==> config.mk <==
export PLATFORM = sky130hd
export DESIGN_NAME = hazard_controller
export DESIGN_NICKNAME = d
export VERILOG_FILES = /design/src/rtl/hazard_controller.sv
export SDC_FILE = /design/constraint.sdc
export NUM_CORES = 1
export LEC_CHECK = 0
export CORE_MARGIN = 8
export CORE_UTILIZATION = 35
export DETAILED_ROUTE_END_ITERATION = 10
export PLACE_DENSITY = 0.64
export SLEW_MARGIN = 10
export SYNTH_ARGS = -nofsm -noshare
export SYNTH_HDL_FRONTEND = slang
export SYNTH_SLANG_ARGS = --single-unit
==> constraint.sdc <==
create_clock -name CLK -period 2.35 [get_ports CLK]
set_input_delay 0.3525 -clock CLK [delete_from_list [all_inputs] [get_ports CLK]]
set_output_delay 0.3525 -clock CLK [all_outputs]
set_load 0.03 [all_outputs]
==> src/rtl/hazard_controller.sv <==
// hazard_controller: central pipeline sequencer. Resolves data-cache waits,
// taken redirects, load-use hazards and instruction misses into one
// priority-ordered set of latch stall/flush controls and a PC enable per
// cycle, owns the registered processor halt, and keeps saturating
// performance counters.
module hazard_controller #(
  parameter int CNT_W = 32
) (
  input  logic             CLK,
  input  logic             nRST,
  input  logic             i_ihit,
  input  logic             i_dhit,
  input  logic             i_dmem_req,
  input  logic             i_ex_memread,
  input  logic [4:0]       i_ex_wsel,
  input  logic [4:0]       i_id_rs,
  input  logic [4:0]       i_id_rt,
  input  logic             i_id_uses_rt,
  input  logic             i_mem_redirect,
  input  logic             i_wb_halt,
  output logic             o_pc_en,
  output logic             o_fl_stall,
  output logic             o_fl_flush,
  output logic             o_dl_stall,
  output logic             o_dl_flush,
  output logic             o_el_stall,
  output logic             o_el_flush,
  output logic             o_ml_stall,
  output logic             o_ml_flush,
  output logic             o_halt,
  output logic [CNT_W-1:0] o_cnt_cycles,
  output logic [CNT_W-1:0] o_cnt_mwait,
  output logic [CNT_W-1:0] o_cnt_luse,
  output logic [CNT_W-1:0] o_cnt_redirect,
  output logic [CNT_W-1:0] o_cnt_imiss
);

  typedef enum logic {RUN, HALTED} state_t;

  localparam logic [CNT_W-1:0] ONE = {{(CNT_W-1){1'b0}}, 1'b1};

  state_t           r_state;
  state_t           w_nextState;
  logic             w_memWait;
  logic             w_loadUse;
  logic             w_ruleMwait;
  logic             w_ruleRedirect;
  logic             w_ruleLuse;
  logic             w_ruleImiss;
  logic [CNT_W-1:0] r_cntCycles;
  logic [CNT_W-1:0] r_cntMwait;
  logic [CNT_W-1:0] r_cntLuse;
  logic [CNT_W-1:0] r_cntRedirect;
  logic [CNT_W-1:0] r_cntImiss;

  assign w_memWait = i_dmem_req & ~i_dhit;
  assign w_loadUse = i_ex_memread & (i_ex_wsel != 5'd0) &
                     ((i_ex_wsel == i_id_rs) | (i_id_uses_rt & (i_ex_wsel == i_id_rt)));

  // State register; halt can only be left through reset.
  always_ff @(posedge CLK or negedge nRST) begin
    if (!nRST) r_state <= RUN;
    else       r_state <= w_nextState;
  end

  // Priority decision: data wait, redirect, load-use, fetch miss, advance.
  always_comb begin
    w_nextState    = r_state;
    o_pc_en        = 1'b0;
    o_fl_stall     = 1'b0;
    o_fl_flush     = 1'b0;
    o_dl_stall     = 1'b0;
    o_dl_flush     = 1'b0;
    o_el_stall     = 1'b0;
    o_el_flush     = 1'b0;
    o_ml_stall     = 1'b0;
    o_ml_flush     = 1'b0;
    w_ruleMwait    = 1'b0;
    w_ruleRedirect = 1'b0;
    w_ruleLuse     = 1'b0;
    w_ruleImiss    = 1'b0;
    if (r_state == HALTED) begin
      o_fl_stall = 1'b1;
      o_dl_stall = 1'b1;
      o_el_stall = 1'b1;
      o_ml_stall = 1'b1;
    end else begin
      if (i_wb_halt && !w_memWait) w_nextState = HALTED;
      if (w_memWait) begin
        w_ruleMwait = 1'b1;
        o_fl_stall  = 1'b1;
        o_dl_stall  = 1'b1;
        o_el_stall  = 1'b1;
        o_ml_flush  = 1'b1;
      end else if (i_mem_redirect) begin
        w_ruleRedirect = 1'b1;
        o_pc_en        = 1'b1;
        o_fl_flush     = 1'b1;
        o_dl_flush     = 1'b1;
        o_el_flush     = 1'b1;
      end else if (w_loadUse) begin
        w_ruleLuse = 1'b1;
        o_fl_stall = 1'b1;
        o_dl_flush = 1'b1;
      end else if (!i_ihit) begin
        w_ruleImiss = 1'b1;
        o_fl_flush  = 1'b1;
      end else begin
        o_pc_en = 1'b1;
      end
    end
  end

  // Saturating performance counters, frozen once halted.
  always_ff @(posedge CLK or negedge nRST) begin
    if (!nRST) begin
      r_cntCycles   <= '0;
      r_cntMwait    <= '0;
      r_cntLuse     <= '0;
      r_cntRedirect <= '0;
      r_cntImiss    <= '0;
    end else if (r_state == RUN) begin
      if (r_cntCycles != '1)                    r_cntCycles   <= r_cntCycles + ONE;
      if (w_ruleMwait && r_cntMwait != '1)       r_cntMwait    <= r_cntMwait + ONE;
      if (w_ruleLuse && r_cntLuse != '1)         r_cntLuse     <= r_cntLuse + ONE;
      if (w_ruleRedirect && r_cntRedirect != '1) r_cntRedirect <= r_cntRedirect + ONE;
      if (w_ruleImiss && r_cntImiss != '1)       r_cntImiss    <= r_cntImiss + ONE;
    end
  end

  assign o_halt         = (r_state == HALTED);
  assign o_cnt_cycles   = r_cntCycles;
  assign o_cnt_mwait    = r_cntMwait;
  assign o_cnt_luse     = r_cntLuse;
  assign o_cnt_redirect = r_cntRedirect;
  assign o_cnt_imiss    = r_cntImiss;

endmodule

# --- Word level (Yosys, flattened, before mapping) ---
# Cells that the tools add are included.
totals:
  regBits: 161
  inputBits: 24
  wordCells: 68
  output_inout_bits: 170
classes:
  bitwise_logic: 7
  n_reduce_logical: 12
  eq_ne: 7
  muxes: 31
  add_sub_neg: 5
ops:
  columns: ["operator", "count"]
  rows:
  - ["32-bit by 1-bit adder with 32-bit output, second input constant", 5]
  - ["32-bit inequality test, second input constant", 5]
  - ["1-bit 2-to-1 mux", 31]
  - ["5-bit == test", 2]
  - ["2-bit AND reduction", 5]
  - ["1-bit logical AND", 5]
  - ["5-bit nonzero test", 1]
  - ["1-bit bitwise AND", 4]
  - ["1-bit NOT", 2]
  - ["1-bit logical NOT", 1]
  - ["1-bit bitwise OR", 1]

# --- Logic depth before layout (Yosys ltp) ---
depth:
  depth_word: 10
  ltp_mapped: 9
  depth_no_buf: 7

# --- Least setup slack after synthesis ---
# No wires, ideal clock.
synth_timing:
  path_kind: "in2out"
  from: "input port i_ex_wsel[1]"
  to: "output port o_fl_flush"
  slack_ns: -0.330
  arrival_time_ns: 2.328
  stages: 6
  t_required_ns: 1.997
  path_cell_list: "or4_1 > o21a_1 > and2_1 > buf_6 > clkbuf_1 > o31ai_1"
synth_between:
  elab_chain_cells: 8
  word_cells_on_any_way: 11
  classes_between: "eq/ne: 2; mux: 4; bitwise: 4; reduce/logical: 1"
synth_lines:
  columns: ["item", "line_no", "rtl"]
  rows:
  - ["start: declaration", "15", "input logic [4:0] i_ex_wsel,"]
  - ["5-bit == test", "58", "((i_ex_wsel == i_id_rs) | (i_id_uses_rt & (i_ex_wsel == i_id_rt)));"]
  - ["1-bit bitwise AND", "58", null]
  - ["1-bit bitwise OR", "58", null]
  - ["1-bit bitwise AND (*)", "57", "assign w_loadUse = i_ex_memread & (i_ex_wsel != 5'd0) &"]
  - ["1-bit 2-to-1 mux (*)", "101", "end else if (w_loadUse) begin"]
  - ["1-bit 2-to-1 mux (*)", "95", "end else if (i_mem_redirect) begin"]
  - ["1-bit 2-to-1 mux (*)", "89", "if (w_memWait) begin"]
  - ["1-bit 2-to-1 mux (*)", "82", "if (r_state == HALTED) begin"]
  - ["end: declaration", "23", "output logic o_fl_flush,"]
# Mark *: on every way between the ends. The rest lies on a longest branch, timed or not.

# --- Final worst setup path ---
layout_timing:
  from: "input port i_ex_wsel[4]"
  to: "output port o_fl_flush"
# Same word-level chain as after synthesis.

==> metrics.txt <==
area of the die=27,500 sq um; P&R area growth vs syn=43.1%; DRT antenna net count=0; chip height=166 um; CTS Buffer Depth=2; ANT cells=0; Synth Area in Simple Gates=25.7%; Synth Area in Adders=0.796%; Tot Pwr=6.45 mW; Worst setup SP type=primary input; Nets=1,032; number of flops mapped to enable cells by yosys=0; synth top area cells=dfrtp_1 51%, xnor2_1 11%, xor2_1 7.0%; Setup Skew=10.4 ps; vias=6,478; placed cell area=10,600 sq um; Synth Area in Compound Gates=1.66%; CTS tree=yes; Initial Util=around a third; Port-buffer cells=193; most common cell after layout, fill and taps aside=clkdlybuf4s50_1; post-synthesis xor/xnor area fraction=~18%; min Tclk post-route=between 2000 and 2500 ps; VDD IR-drop max=0.388 mV; critical path required time=approximately 2000 ps; GRT met2 Usage=27.2%; DRC Markers=0; Pre-Repair DR Iteration Count=4; row cnt=55; Crit Path Category=in2out; slowest stage delay, CP=530 ps; Leakage=4.89 nW; H-tree Lvls=4; crit-path cells=dlygate4sd2_1, or4_1, o21a_1, and2_4, o31ai_4, buf_6; Seq/Total Area, Yosys=51.3%; Worst-Margin Slew=632 ps; # setup viols final=0; first-pass GRT wire length=35,400 um; clock sink count=about 160; clk slew on worst S/H paths=70 ps; Post-Syn Instances=744; most frequent cells in the layout=179 x clkdlybuf4s50_1, 160 x dfrtp_1, 100 x xnor2_1; dpl hpwl=around 16,000 um; area leader, netlist=dfrtp_1; share of cells above drive strength 1=13.2%; Synth Register Bits=161; most crowded layer after global routing=met2; critical path peak fanout=3; Tcrit/Tclk final=a little over nine tenths; Final Instance Area=11,200 sq um; Post-Synthesis Net Count=773; grt ovf=0; Clock Latency Late Sink=430 ps; CTS root buffer=clkbuf_16; mapped cell area=approximately 7900 sq um; top_reg_cell synth=dfrtp_1; vias per cell=4.98; share of the synthesized area in the top cell type=51.3%; antenna violations before repair=0; Slew HR=57.5%; met3 Use GR=4.04%; IO Pins=slightly below 200; Die W=166 um; Yosys warning count=0; Pins Over Slew Limit=0; final WL=21,300 um; Placer Congestion=0.814; maxcap violations=0; Global Route Usage Sum=between 10% and 20%; largest family of logic cells by synthesized area=simple AND/OR/NAND/NOR gates; status=completed; Distinct cells, synth=48; Mean Syn Cell Area=between 10 and 15 sq um; initial DRC count=308; largest net degree at the start of global routing=48; FMAX=0.441 GHz; met1 Track Usage GR=a little under a fifth; Min-Delay Path Class=in2async; CP Capture Type=output port; Data arrival, critical path=1910 ps; vias in the first global route=6,602; core area=22,400 sq um; Crit-path slowest cell=or4_1; Power Density=approximately 570 nW/um^2; asr flop ratio synth=100%; Inserted Clock Buffers=17; mux cell area share after synthesis=0.717%; WL/cell=around 16 um; final hold violation count=0
## cell type report
cell class | count | area, sq um
Fill cell | 2046 | 11100
Sequential cell | 161 | 4030
Multi-Input combinational cell | 556 | 3760
Timing Repair Buffer | 255 | 2410
Clock buffer | 17 | 425
Tap cell | 285 | 357
Clock inverter | 15 | 216
Inverter | 12 | 48.8
## cell usage after synthesis (all sizes together) (2+ instances only)
library cell / instances
and2: 9
nand4: 58
nor2: 50
a21oi: 2
and4: 17
nand2: 72
nor4: 16
nor4b: 5
o21a: 4
o21ai: 3
or3: 4
buf: 12
xnor2: 100
mux2: 5
clkbuf: 3
or2: 3
xor2: 63
or4: 2
and3: 23
inv: 12
nor3b: 2
nor3: 35
nand3: 67
dfrtp: 161
ha: 5
## through the flow
step	utilization, %	setup TNS [ps]	instances	hold WS, ps	setup slack (ps)
global route	50.3	-9.15	1301	415	-9.15
global placement	47.3	-4060	1268	293	-232
detailed placement	47.3	-5100	1268	295	-221
finish	50.3	0	1301	406	84.7
floorplan	-	0	744	56.9	1.73
CTS	50.2	0	1301	385	46.7
## metal layers
metal / part of all wire, % / vias to the layer above
met5: 0 / -
met4: 1.4 / 0
met3: 4.9 / 20
met2: 50 / 130
met1: 44 / 3176
li1: - / 3152
## timing repair
item | CTS | global route
pin swaps | 3 | 0
hold buffers | 1 | 0
endpoints found under the setup margin | 4 | 22
setup buffers | 1 | 0
resized for setup | 10 | 4
hold endpoints to repair | 33 | 0
## flip-flops by register name, indices dropped and copies added (netlist names)
signal          count
o_halt              1
o_cnt_cycles       32
o_cnt_redirect     32
o_cnt_imiss        32
o_cnt_mwait        32
o_cnt_luse         32
## logic make-up after synthesis
group,after synthesis
simple gates,368
xor+xnor,163
mux,5
fa+ha+maj,5
compound gates,15
flops,161
buf+inv,27
## critical path, delay by kind of cell
| family | cells | cell delay [ps] |
|---|---|---|
| AND/OR/NAND/NOR | 2 | 700 |
| AO/OA/AOI/OAI | 2 | 460 |
| buffers and inverters | 2 | 410 |
## power by group
part | internal (mW) | switching (mW) | leakage [nW]
Clock | 1.74 | 1.28 | 0.313
Combinational | 0.227 | 0.292 | 2.37
Sequential | 2.83 | 0.0785 | 2.21
## path summary, 6_finish.rpt
check | start | to | slack [ps] | cells after the start
hold / removal | nRST | o_cnt_mwait[29] | 410 | 2
min in group CLK | i_wb_halt | o_halt | 490 | 3
setup reg to reg | o_cnt_cycles[6] | o_cnt_cycles[1] | 210 | 5
max in group asynchronous | nRST | o_halt | 1300 | 3
setup / recovery | i_ex_wsel[4] | o_fl_flush | 80 | 6
hold reg to reg | o_cnt_luse[31] | o_cnt_luse[31] | 500 | 1
(Power assumes the default switching activity.)
